**config.mk**
```make
export PLATFORM = sky130hd
export DESIGN_NAME = axil_rd_master
export DESIGN_NICKNAME = d
export VERILOG_FILES = /design/src/rtl/axil_pkg.sv /design/src/rtl/axil_timeout_cnt.sv /design/src/rtl/axil_rd_master.sv
export SDC_FILE = /design/constraint.sdc
export NUM_CORES = 1
export LEC_CHECK = 0
export BUFFER_PORTS_ARGS = -buffer_cell sky130_fd_sc_hd__buf_4
export CORE_MARGIN = 10
export CORE_UTILIZATION = 35
export DETAILED_ROUTE_END_ITERATION = 6
export RECOVER_POWER = 25
export SLEW_MARGIN = 5
export SYNTH_ARGS = -nofsm -noshare
export SYNTH_HDL_FRONTEND = slang
export SYNTH_SLANG_ARGS = --single-unit
```
**constraint.sdc**
```tcl
create_clock -name CLK -period 1.57 [get_ports CLK]
set_input_delay 0.314 -clock CLK [delete_from_list [all_inputs] [get_ports CLK]]
set_output_delay 0.314 -clock CLK [all_outputs]
set_load 0.05 [all_outputs]
```
**src/rtl/axil_pkg.sv**
```systemverilog
// ---------------------------------------------------------------------------
// axil_pkg
//   Types and constants shared by the AXI4-Lite master and slave blocks.
//   resp_t          : 2-bit AXI response code, with its four named values
//   rd_mst_state_t  : read-initiator state encoding (IDLE, ADDR, DATA, RESP)
// ---------------------------------------------------------------------------
package axil_pkg;

    typedef logic [1:0] resp_t;

    localparam resp_t RESP_OKAY   = 2'b00;
    localparam resp_t RESP_EXOKAY = 2'b01;
    localparam resp_t RESP_SLVERR = 2'b10;
    localparam resp_t RESP_DECERR = 2'b11;

    typedef enum logic [1:0] {
        IDLE = 2'd0,
        ADDR = 2'd1,
        DATA = 2'd2,
        RESP = 2'd3
    } rd_mst_state_t;

endpackage

```
**src/rtl/axil_timeout_cnt.sv**
```systemverilog
// ---------------------------------------------------------------------------
// axil_timeout_cnt
//   Cycle counter that flags when TIMEOUT_CYCLES enabled cycles have elapsed
//   since the last clear. TIMEOUT_CYCLES = 0 removes the counter entirely and
//   ties expired low.
// Ports:
//   CLK     in  clock, rising edge
//   RSTn    in  synchronous active-low reset
//   clear   in  restart the count at zero (has priority over enable)
//   enable  in  count this cycle
//   expired out high while the current cycle is the TIMEOUT_CYCLES-th
//               enabled cycle since the last clear
// ---------------------------------------------------------------------------
module axil_timeout_cnt #(
    parameter int TIMEOUT_CYCLES = 255
) (
    input  logic CLK,
    input  logic RSTn,
    input  logic clear,
    input  logic enable,
    output logic expired
);

    localparam int CW = (TIMEOUT_CYCLES > 0) ? $clog2(TIMEOUT_CYCLES + 1) : 1;

    generate
        if (TIMEOUT_CYCLES == 0) begin : g_off
            logic unused_inputs;
            assign unused_inputs = CLK ^ RSTn ^ clear ^ enable;
            assign expired       = 1'b0;
        end else begin : g_on
            localparam logic [CW-1:0] LAST = CW'(TIMEOUT_CYCLES - 1);

            logic [CW-1:0] count;

            // NOTE: registers are written with non-blocking assignments so all
            // flops update together from pre-edge values.
            always_ff @(posedge CLK) begin
                if (!RSTn) begin
                    count <= '0;
                end else if (clear) begin
                    count <= '0;
                end else if (enable && (count != LAST)) begin
                    // Saturating at LAST keeps the counter from wrapping if
                    // the user holds enable past expiry.
                    count <= count + 1'b1;
                end
            end

            assign expired = (count == LAST);
        end
    endgenerate

endmodule

```
**src/rtl/axil_rd_master.sv**
```systemverilog
// ---------------------------------------------------------------------------
// axil_rd_master
//   AXI4-Lite read initiator: turns one local request into one AR + R
//   transaction, one outstanding at a time, with an optional R-channel
//   timeout. After a timeout the block keeps RREADY high (drain) and refuses
//   new requests until the late beat arrives, so that beat can never be
//   credited to a later request. Every output is a flop.
// Ports:
//   CLK, RSTn                 clock / synchronous active-low reset
//   req_valid/req_ready       local request handshake, req_addr = address
//   rsp_valid/rsp_ready       local response handshake
//   rsp_data/rsp_resp         read data and AXI response (0 / SLVERR on timeout)
//   rsp_timeout               response was generated by the timeout
//   ARVALID/ARREADY/ARADDR    AXI read address channel
//   RVALID/RREADY/RDATA/RRESP AXI read data channel
// ---------------------------------------------------------------------------
module axil_rd_master
    import axil_pkg::*;
#(
    parameter int DATA_WIDTH     = 32,
    parameter int ADDR_WIDTH     = 6,
    parameter int TIMEOUT_CYCLES = 255
) (
    input  logic                  CLK,
    input  logic                  RSTn,
    input  logic                  req_valid,
    output logic                  req_ready,
    input  logic [ADDR_WIDTH-1:0] req_addr,
    output logic                  rsp_valid,
    input  logic                  rsp_ready,
    output logic [DATA_WIDTH-1:0] rsp_data,
    output logic [1:0]            rsp_resp,
    output logic                  rsp_timeout,
    output logic                  ARVALID,
    input  logic                  ARREADY,
    output logic [ADDR_WIDTH-1:0] ARADDR,
    input  logic                  RVALID,
    output logic                  RREADY,
    input  logic [DATA_WIDTH-1:0] RDATA,
    input  logic [1:0]            RRESP
);

    rd_mst_state_t state, state_next;

    logic                  drain;
    logic                  accept, ar_hs, r_hs, rsp_hs;
    logic                  expired, timeout_hit;

    logic                  req_ready_d, arvalid_d, rready_d, rsp_valid_d;
    logic                  rsp_timeout_d, drain_d;
    logic [ADDR_WIDTH-1:0] araddr_d;
    logic [DATA_WIDTH-1:0] rsp_data_d;
    resp_t                 rsp_resp_d;

    assign accept = req_valid && req_ready;
    assign ar_hs  = ARVALID && ARREADY;
    assign r_hs   = RVALID && RREADY;
    assign rsp_hs = rsp_valid && rsp_ready;

    // A beat on the abort cycle wins, hence the !RVALID term.
    assign timeout_hit = (state == DATA) && !RVALID && expired;

    axil_timeout_cnt #(
        .TIMEOUT_CYCLES (TIMEOUT_CYCLES)
    ) u_timeout (
        .CLK     (CLK),
        .RSTn    (RSTn),
        .clear   (state != DATA),
        .enable  ((state == DATA) && !r_hs),
        .expired (expired)
    );

    // State register.
    always_ff @(posedge CLK) begin
        if (!RSTn) state <= IDLE;
        else       state <= state_next;
    end

    // Next-state logic.
    always_comb begin
        state_next = state;
        case (state)
            IDLE:    if (accept)              state_next = ADDR;
            ADDR:    if (ar_hs)               state_next = DATA;
            DATA:    if (r_hs || timeout_hit) state_next = RESP;
            RESP:    if (rsp_hs)              state_next = IDLE;
            default:                          state_next = IDLE;
        endcase
    end

    // Output logic: next values of the registered outputs.
    always_comb begin
        // NOTE: every variable gets a hold-value default first, so no path
        // through the case leaves one unassigned and no latch is inferred.
        araddr_d      = ARADDR;
        arvalid_d     = ARVALID;
        rsp_valid_d   = rsp_valid;
        rsp_data_d    = rsp_data;
        rsp_resp_d    = rsp_resp;
        rsp_timeout_d = rsp_timeout;
        drain_d       = drain;

        case (state)
            IDLE: if (accept) begin
                araddr_d  = req_addr;
                arvalid_d = 1'b1;
            end
            ADDR: if (ar_hs) arvalid_d = 1'b0;
            DATA: begin
                if (r_hs) begin
                    rsp_data_d    = RDATA;
                    rsp_resp_d    = RRESP;
                    rsp_timeout_d = 1'b0;
                    rsp_valid_d   = 1'b1;
                end else if (timeout_hit) begin
                    rsp_data_d    = '0;
                    rsp_resp_d    = RESP_SLVERR;
                    rsp_timeout_d = 1'b1;
                    rsp_valid_d   = 1'b1;
                    drain_d       = 1'b1;
                end
            end
            RESP: if (rsp_hs) rsp_valid_d = 1'b0;
            default: ;
        endcase

        // Drain never overlaps DATA (no request is accepted while draining),
        // so any beat seen while draining is the late one and is dropped.
        if (drain && r_hs) drain_d = 1'b0;

        rready_d    = drain_d || (state_next == DATA);
        req_ready_d = (state_next == IDLE) && !drain_d;
    end

    // Output registers.
    always_ff @(posedge CLK) begin
        if (!RSTn) begin
            req_ready   <= 1'b1;
            ARVALID     <= 1'b0;
            ARADDR      <= '0;
            RREADY      <= 1'b0;
            rsp_valid   <= 1'b0;
            rsp_data    <= '0;
            rsp_resp    <= RESP_OKAY;
            rsp_timeout <= 1'b0;
            drain       <= 1'b0;
        end else begin
            req_ready   <= req_ready_d;
            ARVALID     <= arvalid_d;
            ARADDR      <= araddr_d;
            RREADY      <= rready_d;
            rsp_valid   <= rsp_valid_d;
            rsp_data    <= rsp_data_d;
            rsp_resp    <= rsp_resp_d;
            rsp_timeout <= rsp_timeout_d;
            drain       <= drain_d;
        end
    end

endmodule

```
==> metrics.txt, run 1 <==
WP data arrival=1.75 ns; Synth cell types=41; Seq pwr share=56.0%; most common cell in the synthesized netlist=dfxtp_1; status=completed; simple-gate share of the synthesized area=13.4%; post-route ant nets=0; Core Box Area=5890 um^2; die area=9530 um^2; VDD IR max=485 uV; Synth Area in XOR/XNOR=1.25%; number of synthesized flops with an enable pin=0; Hold WS=0.219 ns; Sw Share=24.8%; largest family of logic cells by synthesized area=compound AO/OA/AOI/OAI gates; Std-Cell Rows=28; unrepaired setup endpoints after global routing=yes; vias in the first global route=1,802; share of layout cells above drive strength 1=47.0%; clock power share=31.3%; first-pass GRT wire length=9360 um; syn avg cell area=11.5 um^2; Iter 0 DRT Violations=50; largest net degree at the start of global routing=34; Critical Path, Cell by Cell=inv_2, ha_4, and3_4, a2111oi_4, a31oi_1, a41o_1; Pleak=1.40 nW; mapped cell area=2110 um^2; final worst-path cycle share=98.8%; post-synth top area share=53.2%; compound-cell area share of the yosys netlist=24.6%; Max Fanout on Critical Path=4; Seq/Total Area, Yosys=53.2%; Clock Skew=0.00657 ns; Worst-path clk slew=0.10 ns; io pins=91; Psw=0.000646 W; Final min period=1.55 ns; Root Buffer=clkbuf_8; antenna violations before repair=0; Area Overhead vs Synth=47.7%; Cells after Synth=184; Yosys Warn Count=0; largest cells by area after synthesis=dfxtp_1, a22o_1, nor2b_1; final cell area excluding filler cells=3110 um^2; Avg WL per Cell=15.5 um; clk sinks=56; slew margin rel.=77.9%; Post-synth top flop=dfxtp_1; Synth area leader=dfxtp_1; CP required=1.77 ns; initial core utilization=35.8%; First-pass DRT Iterations=5; Synthesized Nets=232; synth cell count leaders=dfxtp_1, a22o_1, nor2b_1; Max-Cap Viols=0; latest clock arrival within the worst-skew pair=0.30 ns; fraction of registers with async set/reset=0%; Final Hold Fails=0; Placed Instance Area=3000 um^2; slowest CP cell=dfxtp_2; Logic pwr share=12.7%; Port Buffers=90; endpoints failing setup=0; antenna fix cells=0; f_max=644 MHz; Tightest Pin Transition=0.332 ns; CTS buffer count=5; CP startpoint kind=flip-flop; vias post-DR=1,825; Cell Int Power=0.00196 W; DRT Wirelength=5750 um; Avg Vias per Cell=4.92; crit end category=flip-flop; post-synthesis adder-cell area fraction=1.19%; flops & latches, synth=56; total grt overflow=0; Die Wd=97.6 um; Min-Delay Path Class=input port to flip-flop; H-tree levels=2; HPWL after DPL=4300 um; clk buf depth=2; Nets=343; GP Congestion=0.764; crit path kind=flip-flop to flip-flop; post-synthesis mux area share=2.85%; max incr delay on CP=0.35 ns; Chip Height=97.6 um; pwr dens=838 nW/um^2; CTS tree=yes; DRC=0; Slew Limit Fails=0; GR Util All Layers=11.5%
## metal layers
layer	GRT usage [%]	vias to the layer above	wire, um
met5	0	-	0
met1	16.0	845	2870
met3	3.49	4	316
met4	2.01	0	40
li1	-	915	-
met2	17.1	61	2520
## worst max-delay path: cells and delay by family, from the launching register on
family,cells,cell delay (ns)
buffers and inverters,1,0.05
flip-flops,1,0.35
adder cells (fa/ha/maj),1,0.16
AND/OR/NAND/NOR,1,0.19
AO/OA/AOI/OAI,3,0.70
## what timing repair did
action                                  CTS  global route
resized for setup                         3             4
endpoints found under the hold margin     0             0
buffers inserted                          2             1
endpoints found under the setup margin   39            40
pin swaps                                 3             2
hold buffers                              0             0
## power by group through the flow
stage / combinational, W / sequential [W] / clock [W]
after global routing: 0.000357 / 0.00147 / 0.000897
after detailed placement: 0.000337 / 0.00149 / 0
after floorplan: 0.000105 / 0.00157 / 0
after CTS: 0.000338 / 0.00146 / 0.000848
after global placement: 0.000335 / 0.00149 / 0
final: 0.000330 / 0.00146 / 0.000816
## cell families (layout without fill, tap and decap cells)
logic type               count (synthesis)  after routing
adder cells (fa/ha/maj)                  2              2
flip-flops                              56             56
XOR/XNOR                                 3              3
buffers and inverters                   11            123
AO/OA/AOI/OAI                           60             60
multiplexers                             6              6
AND/OR/NAND/NOR                         46             46
## placed cells by master, fill, tap and decap left out, drive strengths merged, types with 2 or more instances in the layout
master	netlist	final
or3	2	2
nand2	7	7
nand3	8	8
and3	2	2
a21boi	2	2
a21oi	6	6
dfxtp	56	56
nor2b	10	10
mux2i	6	6
clkbuf	2	23
o21ai	3	3
a22o	33	33
a41o	2	2
buf	8	98
nor2	7	7
o31ai	2	2
nand2b	2	2
and2	3	3
a31oi	2	2
ha	2	2
a311oi	2	2
xnor2	2	2
o211ai	2	2
## stage by stage
step | setup TNS [ns] | utilization [%] | setup WS [ns] | power [W] | cells
after floorplan | 0 | - | 0.00669 | 0.00167 | 184
after global placement | 0 | 51.0 | 0.0187 | 0.00183 | 360
after detailed placement | -0.0390 | 51.0 | -0.0188 | 0.00183 | 360
after CTS | -0.0335 | 53.2 | -0.0186 | 0.00265 | 370
after global routing | -0.582 | 52.9 | -0.0328 | 0.00272 | 371
final | 0 | 52.9 | 0.0183 | 0.00261 | 371
## sequential cells by signal (all words and copies together), names as in the netlist
signal	cells
state	2
drain	1
rsp_timeout	1
ARADDR	6
rsp_valid	1
ARVALID	1
rsp_data	32
RREADY	1
rsp_resp	2
req_ready	1
u_timeout.g_on.count	8
## final timing paths
check	start	to	slack, ns	depth (start not counted)
worst min-delay path	RDATA[12]	rsp_data[12]	0.22	2
worst max register to register	u_timeout.g_on.count[0]	u_timeout.g_on.count[5]	0.02	6
worst max-delay path	u_timeout.g_on.count[0]	u_timeout.g_on.count[5]	0.02	6
worst min register to register	rsp_data[3]	rsp_data[3]	0.48	1
## cell type report
cell class              instances  area (um^2)
fillers                       551         2770
flip-flops and latches         56         1130
multi-input cells             117          955
repair buffers                114          841
well taps                      75         93.8
clock buffers                   7         86.3
clock inverters                 1         7.51
inverters                       1         3.75
(Power assumes the default switching activity.)
==> run 2: changes to the inputs <==
Settings changed: CORE_MARGIN 10 to 2, PLACE_DENSITY_LB_ADDON set to 0.25.
==> run 2 against run 1 <==
Against the previous run:
- setup slack gained 0.0091 ns
- highest routed layer unchanged
- non-clock buffer count is 1 lower
- first-iteration DRC count up 26%
- sequential power about the same
- sequential share of layout area is 0.51 points higher
==> metrics.txt, run 2 (synthesis results as in run 1) <==
Max-Cap Viols=0 (unchanged); reg-to-reg critical path startpoint=u_timeout.g_on.count[0]; CP required=1.77 ns (about the same); Util after Layout=52.1% (-0.79 points); most frequent cells in the layout=buf_4, dfxtp_1, a22o_1, clkbuf_2, nor2b_1; number of flip-flops in the largest register=32 (unchanged); Port Buffers=90 (unchanged); R2R cell count=7 (+1); unrepaired setup endpoints after global routing=yes; Avg Vias per Cell=4.94 (+0.33%); H-tree levels=2 (unchanged); Area Overhead vs Synth=45.5%; share of layout cells above drive strength 1=46.4% (-0.52 points); Slew Limit Fails=0 (unchanged); antenna violations before repair=0 (unchanged); io pins=91 (unchanged); endpoints failing setup=0 (unchanged); First-pass DRT Iterations=4 (-1); CP startpoint=u_timeout.g_on.count[0]; HPWL after DPL=3480 um (-19%); Buf/Inv on CP=2 (+1); Iter 0 DRT Violations=63 (+26%); Core Box Area=5890 um^2 (unchanged); Clock Skew=0.00586 ns (-0.000713 ns); status=completed; initial core utilization=35.8% (unchanged); total grt overflow=0 (unchanged); CTS tree=yes; largest net degree at the start of global routing=34 (unchanged); Root Buffer=clkbuf_8; Top reg by flops=rsp_data; DRT Wirelength=5010 um (-13%); GP Congestion=0.800 (+4.8%); slew margin rel.=69.7% (-8.2 points); Max Fanout on Critical Path=4 (unchanged); Nets=343 (unchanged); die area=6660 um^2 (-30%); Worst-path clk slew=0.09 ns (about the same); most common cell after layout, fill and taps aside=buf_4; Crit path max-delay family=compound AO/OA/AOI/OAI gates; CP startpoint kind=flip-flop; antenna fix cells=0 (unchanged); setup slack, reg-to-reg=0.03 ns (about the same); Tightest Pin Transition=0.453 ns (+0.121 ns); Min-Delay Path Class=input port to flip-flop; largest registers=rsp_data x32, u_timeout.g_on.count x8, ARADDR x6; vias in the first global route=1,652 (-8.3%); final worst-path cycle share=98.3% (-0.58 points); vias post-DR=1,826 (+0.055%); CTS buffer count=5 (unchanged); GR Util All Layers=14.2% (+2.7 points); pwr dens=821 nW/um^2 (-1.9%); clk sinks=56 (unchanged); max incr delay on CP=0.36 ns (about the same); Chip Height=81.6 um (-16%); Pleak=1.38 nW (-1.6%); first-pass GRT wire length=7470 um (-20%); Final Hold Fails=0 (unchanged); clk buf depth=2 (unchanged); VDD IR max=456 uV (-5.9%); latest clock arrival within the worst-skew pair=0.30 ns (about the same); RR Endpoint=u_timeout.g_on.count[3]; Final Non-Filler Cells=370 (-0.27%); Hold Crit Endpoint=rsp_data[24]; Avg WL per Cell=13.5 um (-13%); Hold Startpoint=RDATA[24]; slowest CP cell=a2111oi_4; crit end category=flip-flop; WP data arrival=1.75 ns (about the same); crit path kind=flip-flop to flip-flop; Final min period=1.54 ns (-0.00905 ns); DRC=0 (unchanged); f_max=648 MHz (+0.59%); Hold-fix buffers, CTS=0 (unchanged); post-route ant nets=0 (unchanged); Worst Hold Path Cells=2 (unchanged); Post-Place Cells=361 (+0.28%); Std-Cell Rows=28 (unchanged); Die Wd=81.6 um (-16%); Critical Path, Cell by Cell=inv_2, ha_4, and3_4, a2111oi_4, buf_4, xnor2_2, nor2_1
==> run 2: final cells by class <==
type / instances / area, um^2
clock buffer: 5 / 68.8
clock inverter: 2 / 12.5
fill: 564 / 2820
inverter: 1 / 3.75
multi-input combinational: 118 / 958
sequential: 56 / 1120
tap: 75 / 93.8
timing repair buffer: 113 / 805
==> run 2: what timing repair did <==
item | 4_1_cts | 5_1_grt
endpoints found under the hold margin | 0 | 0
setup buffers | 0 | 1
gates resized for setup | 1 | 5
pin swaps | 1 | 2
gates cloned | 0 | 1
setup endpoints to repair | 5 | 42
==> run 2: report_power, final <==
group / leakage (nW) / internal, W / switching [W]
logic: 0.883 / 0.000154 / 0.000173
clock network: 0.0400 / 0.000303 / 0.000429
registers: 0.453 / 0.00145 / 0.0000143
==> run 2: metal layers <==
layer  routed length, um  track usage [%]
met3                 427             4.07
met4                  20             3.00
met2                2220             23.4
met1                2340             18.7
met5                   0                0
==> run 2: worst max-delay path by stage <==
stage	slack, ns	end	cells past startpoint
6_report	0.03	u_timeout.g_on.count[3]	7
5_1_grt	-0.05	u_timeout.g_on.count[3]	7
4_1_cts	0.005	rsp_data[2]	7
3_5_place_dp	0.02	u_timeout.g_on.count[7]	6
3_3_place_gp	0.03	rsp_data[22]	4
2_1_floorplan	0.007	u_timeout.g_on.count[7]	6
==> run 2: stage by stage <==
| step | power (W) | worst slack [ns] | TNS (ns) | instance area (um^2) | hold WS, ns |
|---|---|---|---|---|---|
| 5_1_grt | 0.00264 | -0.0491 | -0.178 | 3070 | 0.209 |
| 4_1_cts | 0.00258 | 0.00532 | 0 | 3080 | 0.207 |
| 6_report | 0.00252 | 0.0273 | 0 | 3070 | 0.221 |
| 2_1_floorplan | 0.00167 | 0.00669 | 0 | 2120 | 0.447 |
| 3_5_place_dp | 0.00183 | 0.0190 | 0 | 3000 | 0.459 |
| 3_3_place_gp | 0.00183 | 0.0335 | 0 | 3000 | 0.458 |
==> run 3: changes to the inputs <==
Settings changed: REMOVE_ABC_BUFFERS set to 1.
==> run 3 against run 2 <==
Against the previous run:
- the flow now finishes with violations (negative setup slack)
- sequential power is essentially flat
- clock skew grew 0.0028 ns
- global-route usage grew 1.1 points
- largest power group unchanged
- register-to-register slack lost 0.03 ns
- critical path depth shrank 1
- non-clock buffer count is the same
- core utilization grew 1.0 points
==> metrics.txt, run 3 (synthesis results as in run 1) <==
die area=6660 um^2 (unchanged); slew margin rel.=76.0% (+6.3 points); Nets=342 (-0.29%); pwr dens=831 nW/um^2 (+1.2%); most frequent cells in the layout=buf_4, dfxtp_1, a22o_1, clkbuf_2, nor2b_1; Root Buffer=clkbuf_8; largest net degree at the start of global routing=34 (unchanged); Die Wd=81.6 um (unchanged); CTS tree=yes; total grt overflow=0 (unchanged); vias post-DR=1,823 (-0.16%); f_max=637 MHz (-1.8%); DRC=0 (unchanged); endpoints failing setup=1 (+1); max incr delay on CP=0.38 ns (+0.02 ns); GP Congestion=0.719 (-10%); io pins=91 (unchanged); Util after Layout=53.1% (+1.0 points); first-pass GRT wire length=7920 um (+6.1%); Post-Place Cells=357 (-1.1%); CTS buffer count=5 (unchanged); vias in the first global route=1,661 (+0.54%); VDD IR max=412 uV (-9.7%); number of flip-flops in the largest register=32 (unchanged); largest registers=rsp_data x32, u_timeout.g_on.count x8, ARADDR x6; Crit path max-delay family=compound AO/OA/AOI/OAI gates; Chip Height=81.6 um (unchanged); unrepaired setup endpoints after global routing=yes; Avg Vias per Cell=4.93 (-0.16%); most common cell after layout, fill and taps aside=buf_4; WP data arrival=1.78 ns (+0.03 ns); Hold-fix buffers, CTS=0 (unchanged); final cell area excluding filler cells=3130 um^2 (+2.0%); Final min period=1.57 ns (+0.0282 ns); Clock Skew=0.00867 ns (+0.00281 ns); Critical Path, Cell by Cell=inv_2, ha_4, and3_4, a2111oi_4, a31oi_1, a41o_1; GR Util All Layers=15.3% (+1.1 points); Pleak=1.41 nW (+2.2%); Max-Cap Viols=0 (unchanged); Tightest Pin Transition=0.360 ns (-0.0935 ns); pre-CTS setup slack=-0.139 ns (-0.158 ns); Iter 0 DRT Violations=62 (-1.6%); final worst-path cycle share=100% (+1.8 points); Avg WL per Cell=13.8 um (+2.1%); Fin Setup TNS=-0.000876 ns (-0.000876 ns); Placed Instance Area=2970 um^2 (-0.83%); CP required=1.77 ns (about the same); Std-Cell Rows=28 (unchanged); antenna violations before repair=0 (unchanged); Max Fanout on Critical Path=4 (unchanged); Worst-path clk slew=0.11 ns (+0.02 ns); CP startpoint kind=flip-flop; Min-Delay Path Class=input port to flip-flop; share of layout cells above drive strength 1=47.1% (+0.68 points); DRT Wirelength=5110 um (+2.1%); initial core utilization=35.8% (unchanged); Port Buffers=90 (unchanged); H-tree levels=2 (unchanged); latest clock arrival within the worst-skew pair=0.31 ns (about the same); Top reg by flops=rsp_data; Buf/Inv on CP=1 (-1); clk buf depth=2 (unchanged); Final Hold Fails=0 (unchanged); crit end category=flip-flop; failing checks=negative setup slack; First-pass DRT Iterations=4 (unchanged); Filler Cells Inserted=536 (-5.0%); final worst setup slack=-0.000876 ns (-0.0282 ns); slowest CP cell=a2111oi_4; clk sinks=56 (unchanged); HPWL after DPL=3450 um (-0.81%); post-route ant nets=0 (unchanged); Slew Limit Fails=0 (unchanged); Area Overhead vs Synth=48.3%; crit path kind=flip-flop to flip-flop; Final Non-Filler Cells=370 (unchanged); antenna fix cells=0 (unchanged); status=finished with violations; Core Box Area=5890 um^2 (unchanged)
-- run 3: layer usage --
layer | GRT usage (%) | share of wire [%] | vias up
met2 | 22.9 | 45 | 65
met5 | 0 | 0 | -
met4 | 5.17 | 0.90 | 0
met1 | 20.4 | 47 | 851
li1 | - | - | 903
met3 | 5.71 | 7.5 | 4
-- run 3: worst reg2reg max path, cell delays in order (launching register included) --
cell and delay [ns]:
dfxtp_2 0.35, inv_2 0.05, ha_4 0.16, and3_4 0.19, a2111oi_4 0.38, a31oi_1 0.14
a41o_1 0.21
-- run 3: layout make-up --
type                       instances  area [um^2]  area share [%]
clock buffer                       5         68.8            2.20
sequential                        56         1130            36.0
multi-input combinational        117          962            30.8
clock inverter                     3         22.5           0.720
tap                               75         93.8            3.00
inverter                           1         3.75           0.120
timing repair buffer             113          850            27.2
-- run 3: final timing paths --
check / startpoint / endpoint / slack, ns / depth (start not counted)
worst min register to register: rsp_data[23] / rsp_data[23] / 0.48 / 1
worst max-delay path: u_timeout.g_on.count[0] / u_timeout.g_on.count[7] / -0.0009 / 6
worst max register to register: u_timeout.g_on.count[0] / u_timeout.g_on.count[7] / -0.0009 / 6
worst min-delay path: RDATA[14] / rsp_data[14] / 0.21 / 2
-- run 3: repair_timing --
item                       in CTS  in global routing
resized for setup               3                  9
setup endpoints to repair       3                 43
gates cloned                    0                  2
buffers inserted                1                  2
pin swaps                       2                  3
-- run 3: report_power, final --
part	switching, W	internal [W]	total (W)
logic	0.000176	0.000160	0.000336
clock network	0.000480	0.000321	0.000801
registers	0.0000156	0.00145	0.00146
total	0.000672	0.00193	0.00260
-- run 3: metrics by stage --
stage / power, W / hold slack (ns)
global route: 0.00271 / 0.201
floorplan: 0.00166 / 0.390
detailed placement: 0.00183 / 0.456
CTS: 0.00262 / 0.203
global placement: 0.00182 / 0.458
finish: 0.00260 / 0.211
